--- src/rtl/alu_mul_sequencer_pkg.sv ---
// Shared constants for the shift-add multiply sequencer: ALU action codes, FSM states, widths.
package alu_mul_sequencer_pkg;

    localparam int WORD_SIZE       = 16;
    localparam int ALU_ACTION_BITS = 4;
    localparam int MUL_ITERATIONS  = 16;
    localparam int ITER_BITS       = 5;

    localparam logic [ALU_ACTION_BITS-1:0] ALU_ADD    = 4'd0;
    localparam logic [ALU_ACTION_BITS-1:0] ALU_SHL1   = 4'd6;
    localparam logic [ALU_ACTION_BITS-1:0] ALU_SHR1   = 4'd7;
    localparam logic [ALU_ACTION_BITS-1:0] ALU_PASS_A = 4'd9;

    typedef enum logic [2:0] {
        ST_IDLE = 3'd0,
        ST_ADD  = 3'd1,
        ST_SHL  = 3'd2,
        ST_SHR  = 3'd3,
        ST_DONE = 3'd4
    } seq_state_e;

endpackage

--- src/rtl/alu_mul_sequencer_if.sv ---
// Request/result and shared-ALU signals of the multiply sequencer.
// master = the sequencer; slave = execute stage plus the ALU it borrows.
interface alu_mul_sequencer_if;
    import alu_mul_sequencer_pkg::*;

    logic                       start;
    logic [WORD_SIZE-1:0]       op_a;
    logic [WORD_SIZE-1:0]       op_b;
    logic                       busy;
    logic                       done;
    logic [WORD_SIZE-1:0]       product;
    logic [ALU_ACTION_BITS-1:0] alu_action;
    logic [WORD_SIZE-1:0]       alu_a;
    logic [WORD_SIZE-1:0]       alu_b;
    logic [WORD_SIZE-1:0]       alu_result;

    modport master (
        input  start, op_a, op_b, alu_result,
        output busy, done, product, alu_action, alu_a, alu_b
    );

    modport slave (
        output start, op_a, op_b, alu_result,
        input  busy, done, product, alu_action, alu_a, alu_b
    );

endinterface

--- src/rtl/alu_mul_sequencer.sv ---
// Purpose: 16x16 low-word multiply by sequencing add/shl1/shr1 ops on the shared execute ALU.
// Latency: 49 cycles fixed; with ALU_MUL_EARLY_EXIT_EN defined, 1 + number of ALU ops.
// Backpressure: none; start is only accepted in IDLE and is dropped (not queued) otherwise.
module alu_mul_sequencer
    import alu_mul_sequencer_pkg::*;
(
    input  logic                 clk,
    input  logic                 reset,
    alu_mul_sequencer_if.master  bus
);

    seq_state_e             state_q, state_d;
    logic [WORD_SIZE-1:0]   acc_q, acc_d;
    logic [WORD_SIZE-1:0]   m_q, m_d;
    logic [WORD_SIZE-1:0]   q_q, q_d;
    logic [ITER_BITS-1:0]   iter_q, iter_d;
    logic [WORD_SIZE-1:0]   product_q, product_d;
    logic                   last_iter;

    always_comb begin
        state_d    = state_q;
        acc_d      = acc_q;
        m_d        = m_q;
        q_d        = q_q;
        iter_d     = iter_q;
        product_d  = product_q;
        last_iter  = 1'b0;

        bus.busy       = 1'b0;
        bus.done       = 1'b0;
        bus.alu_action = ALU_PASS_A;
        bus.alu_a      = '0;
        bus.alu_b      = '0;

        case (state_q)
            ST_IDLE: begin
                if (bus.start) begin
                    m_d    = bus.op_a;
                    q_d    = bus.op_b;
                    acc_d  = '0;
                    iter_d = '0;
`ifdef ALU_MUL_EARLY_EXIT_EN
                    if (bus.op_b == '0) begin
                        state_d   = ST_DONE;
                        product_d = '0;
                    end else if (bus.op_b[0]) begin
                        state_d = ST_ADD;
                    end else begin
                        state_d = ST_SHL;
                    end
`else
                    state_d = ST_ADD;
`endif
                end
            end
            ST_ADD: begin
                bus.busy       = 1'b1;
                bus.alu_action = ALU_ADD;
                bus.alu_a      = acc_q;
                bus.alu_b      = q_q[0] ? m_q : '0;
                acc_d          = bus.alu_result;
                state_d        = ST_SHL;
            end
            ST_SHL: begin
                bus.busy       = 1'b1;
                bus.alu_action = ALU_SHL1;
                bus.alu_a      = m_q;
                m_d            = bus.alu_result;
                state_d        = ST_SHR;
            end
            ST_SHR: begin
                bus.busy       = 1'b1;
                bus.alu_action = ALU_SHR1;
                bus.alu_a      = q_q;
                q_d            = bus.alu_result;
                iter_d         = iter_q + 1'b1;
`ifdef ALU_MUL_EARLY_EXIT_EN
                // Once every multiplier bit has been shifted out, the remaining passes add nothing.
                last_iter = (iter_q == ITER_BITS'(MUL_ITERATIONS - 1)) || (bus.alu_result == '0);
                if (last_iter) begin
                    state_d   = ST_DONE;
                    product_d = acc_q;
                end else if (bus.alu_result[0]) begin
                    state_d = ST_ADD;
                end else begin
                    state_d = ST_SHL;
                end
`else
                last_iter = (iter_q == ITER_BITS'(MUL_ITERATIONS - 1));
                if (last_iter) begin
                    state_d   = ST_DONE;
                    product_d = acc_q;
                end else begin
                    state_d = ST_ADD;
                end
`endif
            end
            ST_DONE: begin
                bus.done = 1'b1;
                state_d  = ST_IDLE;
            end
            default: begin
                state_d = ST_IDLE;
            end
        endcase
    end

    assign bus.product = product_q;

    always_ff @(posedge clk) begin
        if (reset) begin
            state_q   <= ST_IDLE;
            acc_q     <= '0;
            m_q       <= '0;
            q_q       <= '0;
            iter_q    <= '0;
            product_q <= '0;
        end else begin
            state_q   <= state_d;
            acc_q     <= acc_d;
            m_q       <= m_d;
            q_q       <= q_d;
            iter_q    <= iter_d;
            product_q <= product_d;
        end
    end

endmodule

--- src/flat_wrapper.sv ---
// flat-port wrapper written by rule: the top's interface ports become plain ports
module alu_mul_sequencer_flat import alu_mul_sequencer_pkg::*;
  (clk, reset, bus_start, bus_op_a, bus_op_b, bus_alu_result, bus_busy, bus_done, bus_product, bus_alu_action, bus_alu_a, bus_alu_b);
  alu_mul_sequencer_if bus_i ();
  input  logic clk;
  input  logic reset;
  input wire logic [$bits(bus_i.start)-1:0] bus_start;
  input wire logic [$bits(bus_i.op_a)-1:0] bus_op_a;
  input wire logic [$bits(bus_i.op_b)-1:0] bus_op_b;
  input wire logic [$bits(bus_i.alu_result)-1:0] bus_alu_result;
  output wire logic [$bits(bus_i.busy)-1:0] bus_busy;
  output wire logic [$bits(bus_i.done)-1:0] bus_done;
  output wire logic [$bits(bus_i.product)-1:0] bus_product;
  output wire logic [$bits(bus_i.alu_action)-1:0] bus_alu_action;
  output wire logic [$bits(bus_i.alu_a)-1:0] bus_alu_a;
  output wire logic [$bits(bus_i.alu_b)-1:0] bus_alu_b;
  assign bus_i.start = bus_start;
  assign bus_i.op_a = bus_op_a;
  assign bus_i.op_b = bus_op_b;
  assign bus_i.alu_result = bus_alu_result;
  assign bus_busy = bus_i.busy;
  assign bus_done = bus_i.done;
  assign bus_product = bus_i.product;
  assign bus_alu_action = bus_i.alu_action;
  assign bus_alu_a = bus_i.alu_a;
  assign bus_alu_b = bus_i.alu_b;
  alu_mul_sequencer u_core (.clk(clk), .reset(reset), .bus(bus_i));
endmodule
--- config.mk ---
export PLATFORM = sky130hd
export DESIGN_NAME = alu_mul_sequencer_flat
export DESIGN_NICKNAME = d
export VERILOG_FILES = /design/src/rtl/alu_mul_sequencer_pkg.sv /design/src/rtl/alu_mul_sequencer_if.sv /design/src/rtl/alu_mul_sequencer.sv /design/src/flat_wrapper.sv
export SDC_FILE = /design/constraint.sdc
export NUM_CORES = 1
export LEC_CHECK = 0
export ABC_AREA = 0
export CAP_MARGIN = 20
export CORE_AREA = 2 2 135 97
export DETAILED_ROUTE_END_ITERATION = 12
export DIE_AREA = 0 0 137 99
export PLACE_DENSITY = 0.6
export REMOVE_ABC_BUFFERS = 1
export SYNTH_ARGS = -nofsm -noshare
export SYNTH_HDL_FRONTEND = slang
export SYNTH_SLANG_ARGS = --single-unit
export TNS_END_PERCENT = 50
--- constraint.sdc ---
create_clock -name clk -period 2.1 [get_ports clk]
set_clock_uncertainty 0.05 [all_clocks]
set_input_delay 0.42 -clock clk [delete_from_list [all_inputs] [get_ports clk]]
set_output_delay 0.42 -clock clk [all_outputs]
set_load 0.1 [all_outputs]
# After elaboration in Yosys (flattened, before gate mapping)
# Cells that the tools add are included.
[totals]
ff_bits = 72
in_bits = 51
out_inout_bits = 54
[classes]
addsub = 1
eq_ne = 6
mux = 17
n_reduce_logical = 9
[op_table]
columns = ["operator", "n"]
rows = [
  ["$pmux W16 S2", 3],
  ["$mux W16", 5],
  ["$pmux W16 S3", 1],
  ["$pmux W3 S4", 1],
  ["$pmux W4 S3", 1],
  ["$pmux W5 S2", 1],
  ["$reduce_and A2 Y1", 4],
  ["$eq A3 B2 Y1 const B", 2],
  ["$mux W3", 2],
  ["$reduce_bool A2 Y1", 3],
  ["$add A5 B1 Y5 const B", 1],
  ["$eq A5 B4 Y1 const B", 1],
  ["$mux W5", 1],
  ["$eq A3 B1 Y1 const B", 1],
  ["$eq A3 B3 Y1 const B", 1],
  ["$logic_not A3 Y1", 1],
  ["$reduce_or A3 Y1", 1],
  ["$mux W1", 2],
  ["$ne A2 B2 Y1 const B", 1],
]

# Depth between registers and ports, before layout
# Gate-level depths: netlist (run 1).
[logic_depth]
depth_word = 3
mapped_depth = 8
ltp_nobuf = 6

# Worst setup path before layout (run 1)
# No wires, ideal clock.
[synth_path]
path_type = "register to output"
startpoint = "register u_core.state_q[1]"
endpoint = "output bus_alu_action[0]"
arrival_ns = 3.308
slack_ns = -1.678
stages_incl_launch_ff = 6
n_path_buf = 2
path_cell_list = "dfxtp_1 > buf_4 > clkbuf_1 > nor2_1 > nor2_1 > nand2_1"
[synth_via]
elab_chain_cells = 2
elab_cells_between_ends = 4
classes_between = "3 x eq/ne; 1 x mux"
[synth_rtl]
columns = ["item", "line", "rtl"]
rows = [
  ["start, declared", "alu_mul_sequencer.sv:12", "seq_state_e state_q, state_d;"],
  ["start signal, assigned", "alu_mul_sequencer.sv:119", "state_q <= state_d;"],
  ["$eq A3 B2 Y1 or $eq A3 B1 Y1 (tied branches)", "alu_mul_sequencer.sv:35", "case (state_q)"],
  ["$pmux W4 S3 (*)", "alu_mul_sequencer.sv:35", ""],
  ["end, declared", "flat_wrapper.sv:14", "output wire logic [$bits(bus_i.alu_action)-1:0] bus_alu_action;"],
]
# Mark *: on every way between the ends. The rest lies on a longest branch, timed or not.

# Worst setup path in the final report (run 1)
[layout_path]
startpoint = "register u_core.state_q[1]"
endpoint = "output bus_alu_a[2]"
[layout_via]
elab_chain_cells = 2
elab_cells_between_ends = 4
classes_between = "3 x eq/ne; 1 x mux"
[layout_rtl]
columns = ["item", "line", "rtl"]
rows = [
  ["$eq A3 B2 Y1 or $eq A3 B1 Y1 (tied branches)", "alu_mul_sequencer.sv:35", ""],
  ["$pmux W16 S3 (*)", "alu_mul_sequencer.sv:35", ""],
  ["end, declared", "flat_wrapper.sv:15", "output wire logic [$bits(bus_i.alu_a)-1:0] bus_alu_a;"],
]
# Marked as above.

==> metrics.md, run 1 <==
| Metric | Value |
|---|---|
| Final WL | 13420 um |
| Clock power frac | 28.1% |
| Hold Crit Depth | 2 |
| Sequential fraction of the synthesis area | 39.92% |
| Hpwl dp | 9049 um |
| Max incr delay on CP | 0.37 ns |
| Metal2 WL | 6061 um |
| Unique masters post-synth | 38 |
| Worst Tran Pin Value | 0.6557 ns |
| Hold buffer count at cts | 0 |
| Worst-case clock buffer depth | 2 |
| Routed wire per std cell | 18.75 um |
| Post-route cell area | 5816 um2 |
| Die width | 137 um |
| Net switching power | 1.870 mW |
| Worst path depth | 6 |
| FMAX | 465.2 MHz |
| GPL Wtd Cong | 0.7947 |
| Max-slew violation count | 0 |
| Port Buffers | 104 |
| DRT Pass-1 Iters | 4 |
| H-tree depth reported by CTS | 3 |
| Clk slew on worst S/H paths | 0.06 ns |
| YS warnings | 0 |
| Count leader, synth | dfxtp_1 |
| Drt drc | 0 |
| Largest net degree at the start of global routing | 35 |
| Wire length on met1 | 5825 um |
| Buffers and inverters on the worst path | 3 |
| DRT antenna net count | 0 |
| Min Tclk post-route | 2.150 ns |
| Slowest cell on crit path | dfxtp_4 |
| Post-layout power | 5.046 mW |
| CP most frequent cell | buf_6 |
| First-pass GRT wire length | 20690 um |
| Biggest area consumer among synthesized cells | dfxtp_1 |
| Final Util | 47.47% |
| Syn Area/Cell | 8.282 um2 |
| Starting density of the core | 29.47% |
| CP cell instances | buf_6 -> nor2b_4 -> buf_6 -> a22oi_2 -> nor2_2 -> buf_12 |
| Synthesized area | 3611 um2 |
| Nets@finish | 603 |
| Setup crit start | u_core.state_q[1] |
| CTS Buf Count | 9 |
| P_int | 3.176 mW |
| Async SR Flop Fraction | 0% |
| Hold Crit Class | reg2reg |
| Vias per inst | 5.279 |
| Post-synth top cells | dfxtp_1, nand2_1, a21oi_1, a211oi_1, clkbuf_1 |
| I/O pins | 105 |
| Final setup margin | -0.04961 ns |
| Clock sink count | 72 |
| Critical path's top delay family | buffers and inverters |
| RSZ-0062 raised after global routing | yes |
| PwrDens | 867.7 nW/um2 |
| Layout cells sized above 1 | 33.75% |
| Startpoint of the worst hold path | u_core.bus.product[0] |
| #FFs+latches synth | 72 |
| Met3 wire len | 1236 um |
| Total GRT Usage | 20.18% |
| Final setup viols | 24 |
| Arrival time at the worst endpoint | 1.68 ns |
| Post-Place Cells | 690 |
| Synth top area share | 39.92% |
| Area Overhead vs Synth | 61.05% |
| WP data required | 1.63 ns |
| Comb pwr share | 39.6% |
| Sw frac | 37.05% |
| Tcrit/Tclk final | 102.4% |
| Max_slew headroom | 56.28% |
| Worst setup path class | reg2out |
| CTS tree | yes |
| CP Max Fanout | 6 |
| Worst VDD drop | 0.0005194 V |
| Synth Flop Type | dfxtp_1 |
| Initial DRC Count | 303 |
| Max layer used | met4 |
| Die height | 99 um |
| N_diodes | 0 |
| Area after DPL | 5211 um2 |
| Failing checks | negative setup slack |
| Initial antenna violation count | 0 |
| Leak pwr | 2.232 nW |
| CORE AREA | 12250 um2 |
| Post-Synthesis Cells | 436 |
| Crit start category | flop |
| Clock Latency Late Sink | 0.34 ns |
| Final hold violation count | 0 |
| CP Capture Type | output port |
| Overflow after GRT | 0 |
| Synth top area cells | dfxtp_1, a21oi_1, nand2_1 |
| Reg power frac | 32.3% |
| Core Rows | 34 |
| R2r worst-path depth | 6 |
| EDFF count, synth | 0 |
| Clock root buffer | clkbuf_16 |
| Max-cap violations | 0 |
| Vias in the first global route | 3905 |
| Run status | finished with violations |
| Die Area | 13560 um2 |
| Filler Cells Inserted | 1159 |
| Vias | 3780 |
| Worst R2R Start | u_core.iter_q[0] |
| Post-Layout Cell Count | 716 |
## flip-flops by register name, indices dropped and copies added (netlist names)
name,count
u_core.q_q,16
u_core.m_q,16
u_core.iter_q,5
u_core.acc_q,16
u_core.bus.product,16
u_core.state_q,3
## placed cells by master (no fill, tap or decap), drive strengths merged
| cell | Yosys | routed |
|---|---|---|
| clkinvlp | 0 | 1 |
| and2 | 1 | 1 |
| or3b | 1 | 1 |
| nor3 | 19 | 19 |
| mux2i | 16 | 16 |
| nand2 | 70 | 70 |
| buf | 22 | 99 |
| nor3b | 1 | 1 |
| mux2 | 16 | 16 |
| dfxtp | 72 | 72 |
| a41oi | 1 | 1 |
| nor4b | 1 | 1 |
| a211oi | 32 | 32 |
| o21ba | 1 | 1 |
| ha | 2 | 2 |
| or2 | 1 | 1 |
| nor2b | 2 | 2 |
| inv | 3 | 3 |
| o21ai | 31 | 31 |
| clkdlybuf4s50 | 0 | 49 |
| nor2 | 20 | 20 |
| a311oi | 3 | 3 |
| a22oi | 15 | 15 |
| or4b | 1 | 1 |
| nand3 | 3 | 3 |
| and3b | 1 | 1 |
| and3 | 17 | 17 |
| nand4b | 1 | 1 |
| clkinv | 1 | 3 |
| a21oi | 53 | 53 |
| nand2b | 2 | 2 |
| xnor2 | 1 | 1 |
| nand3b | 2 | 2 |
| and4b | 1 | 1 |
| clkbuf | 23 | 12 |
## power groups by stage
stage	clock, mW	sequential (mW)	combinational [mW]
finish	1.42	1.63	2.00
global route	1.49	1.64	2.10
CTS	1.44	1.62	1.94
detailed placement	0	1.64	1.83
global placement	0	1.62	1.81
floorplan	0	1.65	1.02
## tightest hold or removal path, stage by stage (launching register included)
cell,delay [ns]
dfxtp_1,0.31
nand2_1,0.05
a21oi_1,0.05
## repair_timing
| action | 4_1_cts | 5_1_grt |
|---|---|---|
| buffers inserted | 8 | 2 |
| endpoints found under the setup margin | 36 | 46 |
| resized for setup | 41 | 25 |
| cloned | 1 | 0 |
| pin swaps | 8 | 21 |
## metal layers
layer	track usage, %	up-vias
li1	-	1784
met1	25.83	1796
met2	31.23	176
met3	6.481	24
met4	8.485	0
met5	0	-
## final timing paths
path	to	slack, ns
setup / recovery	bus_alu_a[2]	-0.05
hold / removal	u_core.bus.product[0]	0.41
setup reg to reg	u_core.bus.product[5]	0.30
hold reg to reg	u_core.bus.product[0]	0.41
## logic make-up (layout without fill, tap and decap cells)
kind of cell               count (synthesis)  in the layout  share of synthesized area (%)
and+or+nand+nor                          144            144                          19.06
AOI/OAI and AO/OA                        136            136                          23.49
DFF                                       72             72                          39.92
buffers and inverters                     49            167                          7.172
muxes                                     32             32                          9.425
adders and majority gates                  2              2                         0.6929
xor gates and xnor gates                   1              1                         0.2426
## through the flow
step	worst slack (ns)	TNS [ns]	hold slack, ns
global placement	0.08606	0	0.3973
global route	-0.1264	-2.369	0.4294
floorplan	-1.990	-73.45	0.3828
detailed placement	0.03655	0	0.4060
CTS	-0.07350	-1.046	0.4134
finish	-0.04961	-0.8581	0.4133
## final cells by class
| cell class | count | area (um2) | area share (%) |
|---|---|---|---|
| multi-input cells | 315 | 2100 | 36.10 |
| repair buffers | 148 | 1777 | 30.55 |
| flip-flops and latches | 72 | 1448 | 24.89 |
| clock buffers | 12 | 256.5 | 4.410 |
| well taps | 162 | 202.7 | 3.485 |
| clock inverters | 3 | 17.52 | 0.3012 |
| inverters | 4 | 15.01 | 0.2582 |
Power figures use the tool's default switching activity.
==> run 2, diff against run 1 <==
CORE_AREA = 2 2 117 85   (was 2 2 135 97)
CTS_CLUSTER_SIZE = 16   (was not set)
DIE_AREA = 0 0 119 87   (was 0 0 137 99)
PLACE_DENSITY = 0.74   (was 0.6)
==> run 2 against run 1 <==
Net effect:
- the run still ends with negative setup slack left
- final area shrank 2.8%
- largest cell class unchanged
- critical endpoint is now bus_alu_a[6]
- first-iteration DRC count grew 32%
- clock power grew 11%
- combinational power is essentially flat
- sequential power is essentially flat
- setup slack lost 0.019 ns
- critical path depth shrank 1
- cell count shrank 6.3%
- register-to-register slack lost 0.12 ns
- sequential share of layout area grew 0.69 points
- die area shrank 24%
==> metrics.md, run 2 (synthesized netlist as in run 1, its figures left out) <==
| Metric | Value |
|---|---|
| Vias | 3805 (+0.66%) |
| Clock power frac | 30.4% (+2.3 points) |
| GPL Wtd Cong | 0.8216 (+3.4%) |
| R2r worst-path depth | 7 (+1) |
| Total GRT Usage | 24.87% (+4.7 points) |
| FMAX | 461.2 MHz (-0.86%) |
| Overflow after GRT | 0 (unchanged) |
| CTS Buf Count | 9 (unchanged) |
| Initial DRC Count | 399 (+32%) |
| Crit start category | flop |
| DRT antenna net count | 0 (unchanged) |
| Gr busiest metal | met2 |
| Most frequent cells in the layout | nand2_1, dfxtp_1, a21oi_1, clkdlybuf4s50_1, buf_12 |
| Max-cap violations | 0 (unchanged) |
| Final Util | 60.50% (+13 points) |
| Met3 Use GR | 7.003% (+0.52 points) |
| Max-slew violation count | 0 (unchanged) |
| Final hold violation count | 0 (unchanged) |
| GRT met1 Usage | 32.24% (+6.4 points) |
| Die height | 87 um (-12%) |
| Sw frac | 35.97% (-1.1 points) |
| CTS tree | yes |
| Drt drc | 0 (unchanged) |
| Layout cells sized above 1 | 29.47% (-4.3 points) |
| R2r setup slk | 0.18 ns (-0.12 ns) |
| P_int | 3.309 mW (+4.2%) |
| PwrDens | 914.1 nW/um2 (+5.3%) |
| CP Max Fanout | 8 (+2) |
| First-pass GRT wire length | 20020 um (-3.2%) |
| Final setup viols | 29 (+21%) |
| CORE AREA | 9346 um2 (-24%) |
| Die Area | 10350 um2 (-24%) |
| Post-layout power | 5.168 mW (+2.4%) |
| H-tree depth reported by CTS | 3 (unchanged) |
| Initial antenna violation count | 0 (unchanged) |
| Largest net degree at the start of global routing | 42 (+20%) |
| Area Overhead vs Synth | 56.58% |
| Fin Hold WS | 0.4055 ns (-0.007815 ns) |
| Core Rows | 30 (-12%) |
| I/O pins | 105 (unchanged) |
| Net switching power | 1.859 mW (-0.58%) |
| Port Buffers | 104 (unchanged) |
| Tcrit/Tclk final | 103.3% (+0.89 points) |
| Routing usage on met2 | 39.81% (+8.6 points) |
| Setup TNS | -0.6774 ns (+0.1807 ns) |
| Arrival time at the worst endpoint | 1.70 ns (+0.02 ns) |
| Pre-CTS setup slack | 0.07215 ns (+0.03560 ns) |
| Failing checks | negative setup slack |
| Min Tclk post-route | 2.168 ns (+0.01866 ns) |
| Worst Tran Pin Value | 0.6407 ns (-0.01508 ns) |
| Reg power frac | 31.5% (-0.8 points) |
| Clock sink count | 72 (unchanged) |
| Clock Latency Late Sink | 0.33 ns (about the same) |
| Vias in the first global route | 3714 (-4.9%) |
| Hpwl dp | 8242 um (-8.9%) |
| N_diodes | 0 (unchanged) |
| CP Capture Type | output port |
| RSZ-0062 raised after global routing | yes |
| Clock root buffer | clkbuf_16 |
| Worst-case clock buffer depth | 2 (unchanged) |
| Leak pwr | 2.249 nW (+0.78%) |
| Hold Crit Class | reg2reg |
| Reg-to-Reg End | u_core.bus.product[12] |
| Worst setup path class | reg2out |
| Hold Path Sink | u_core.bus.product[7] |
| DRT Pass-1 Iters | 5 (+1) |
| Hold Crit Depth | 2 (unchanged) |
| Comb pwr share | 38.0% (-1.6 points) |
| Routed wire per std cell | 19.17 um (+2.3%) |
| Vias per inst | 5.671 (+7.4%) |
| Run status | finished with violations |
| Die width | 119 um (-13%) |
| Clk slew on worst S/H paths | 0.05 ns (about the same) |
| Nets@finish | 592 (-1.8%) |
| Worst VDD drop | 0.0004665 V (-10%) |
| Max_slew headroom | 57.29% (+1.0 points) |
| Startpoint of the worst hold path | u_core.bus.product[7] |
| WP data required | 1.63 ns (about the same) |
| Worst R2R Start | u_core.iter_q[0] |
| Final WL | 12870 um (-4.1%) |
| Starting density of the core | 38.63% (+9.2 points) |
| Final setup margin | -0.06827 ns (-0.01866 ns) |
-- run 2: metrics by stage --
stage	cells	cell area [um2]
3_3_place_gp	649	5141
3_5_place_dp	649	5141
2_1_floorplan	391	3367
5_1_grt	671	5654
6_report	671	5654
4_1_cts	667	5555
-- run 2: metal layers --
layer / part of all wire, % / wire (um)
met3: 10 / 1341
met5: 0 / 0
met1: 42 / 5459
met4: 1.4 / 183
met2: 46 / 5882
-- run 2: timing repair --
item / 4_1_cts / 5_1_grt
endpoints found under the setup margin: 36 / 48
cloned: 1 / 1
hold buffers: 0 / 0
gates resized for setup: 17 / 21
setup buffers: 2 / 3
pin swaps: 0 / 2
-- run 2: final cells by class --
cell class | count | area (um2)
Inverter | 4 | 15.01
Clock buffer | 12 | 266.5
Multi-Input combinational cell | 315 | 2013
Sequential cell | 72 | 1446
Tap cell | 128 | 160.2
Timing Repair Buffer | 137 | 1713
Fill cell | 735 | 3692
Clock inverter | 3 | 40.04
-- run 2: how the worst max path moves through the flow --
stage / from / to
finish: u_core.state_q[1] / bus_alu_a[6]
global route: u_core.state_q[1] / bus_alu_a[6]
CTS: u_core.state_q[1] / bus_alu_a[0]
detailed placement: u_core.iter_q[0] / u_core.bus.product[14]
global placement: u_core.iter_q[0] / u_core.bus.product[6]
floorplan: u_core.state_q[1] / bus_alu_action[1]
-- run 2: worst max-delay path, stage by stage, from the launching register on --
cell and delay [ns]:
dfxtp_4 0.41, nor2b_2 0.25, clkbuf_4 0.25, a22oi_2 0.11, nor2_2 0.16, buf_12 0.19
-- run 2: power groups by stage --
stage	clock, mW	combinational (mW)	sequential, mW
6_report	1.57	1.97	1.63
3_5_place_dp	0	1.81	1.64
5_1_grt	1.62	2.06	1.65
4_1_cts	1.58	1.89	1.62
2_1_floorplan	0	1.02	1.65
3_3_place_gp	0	1.78	1.63
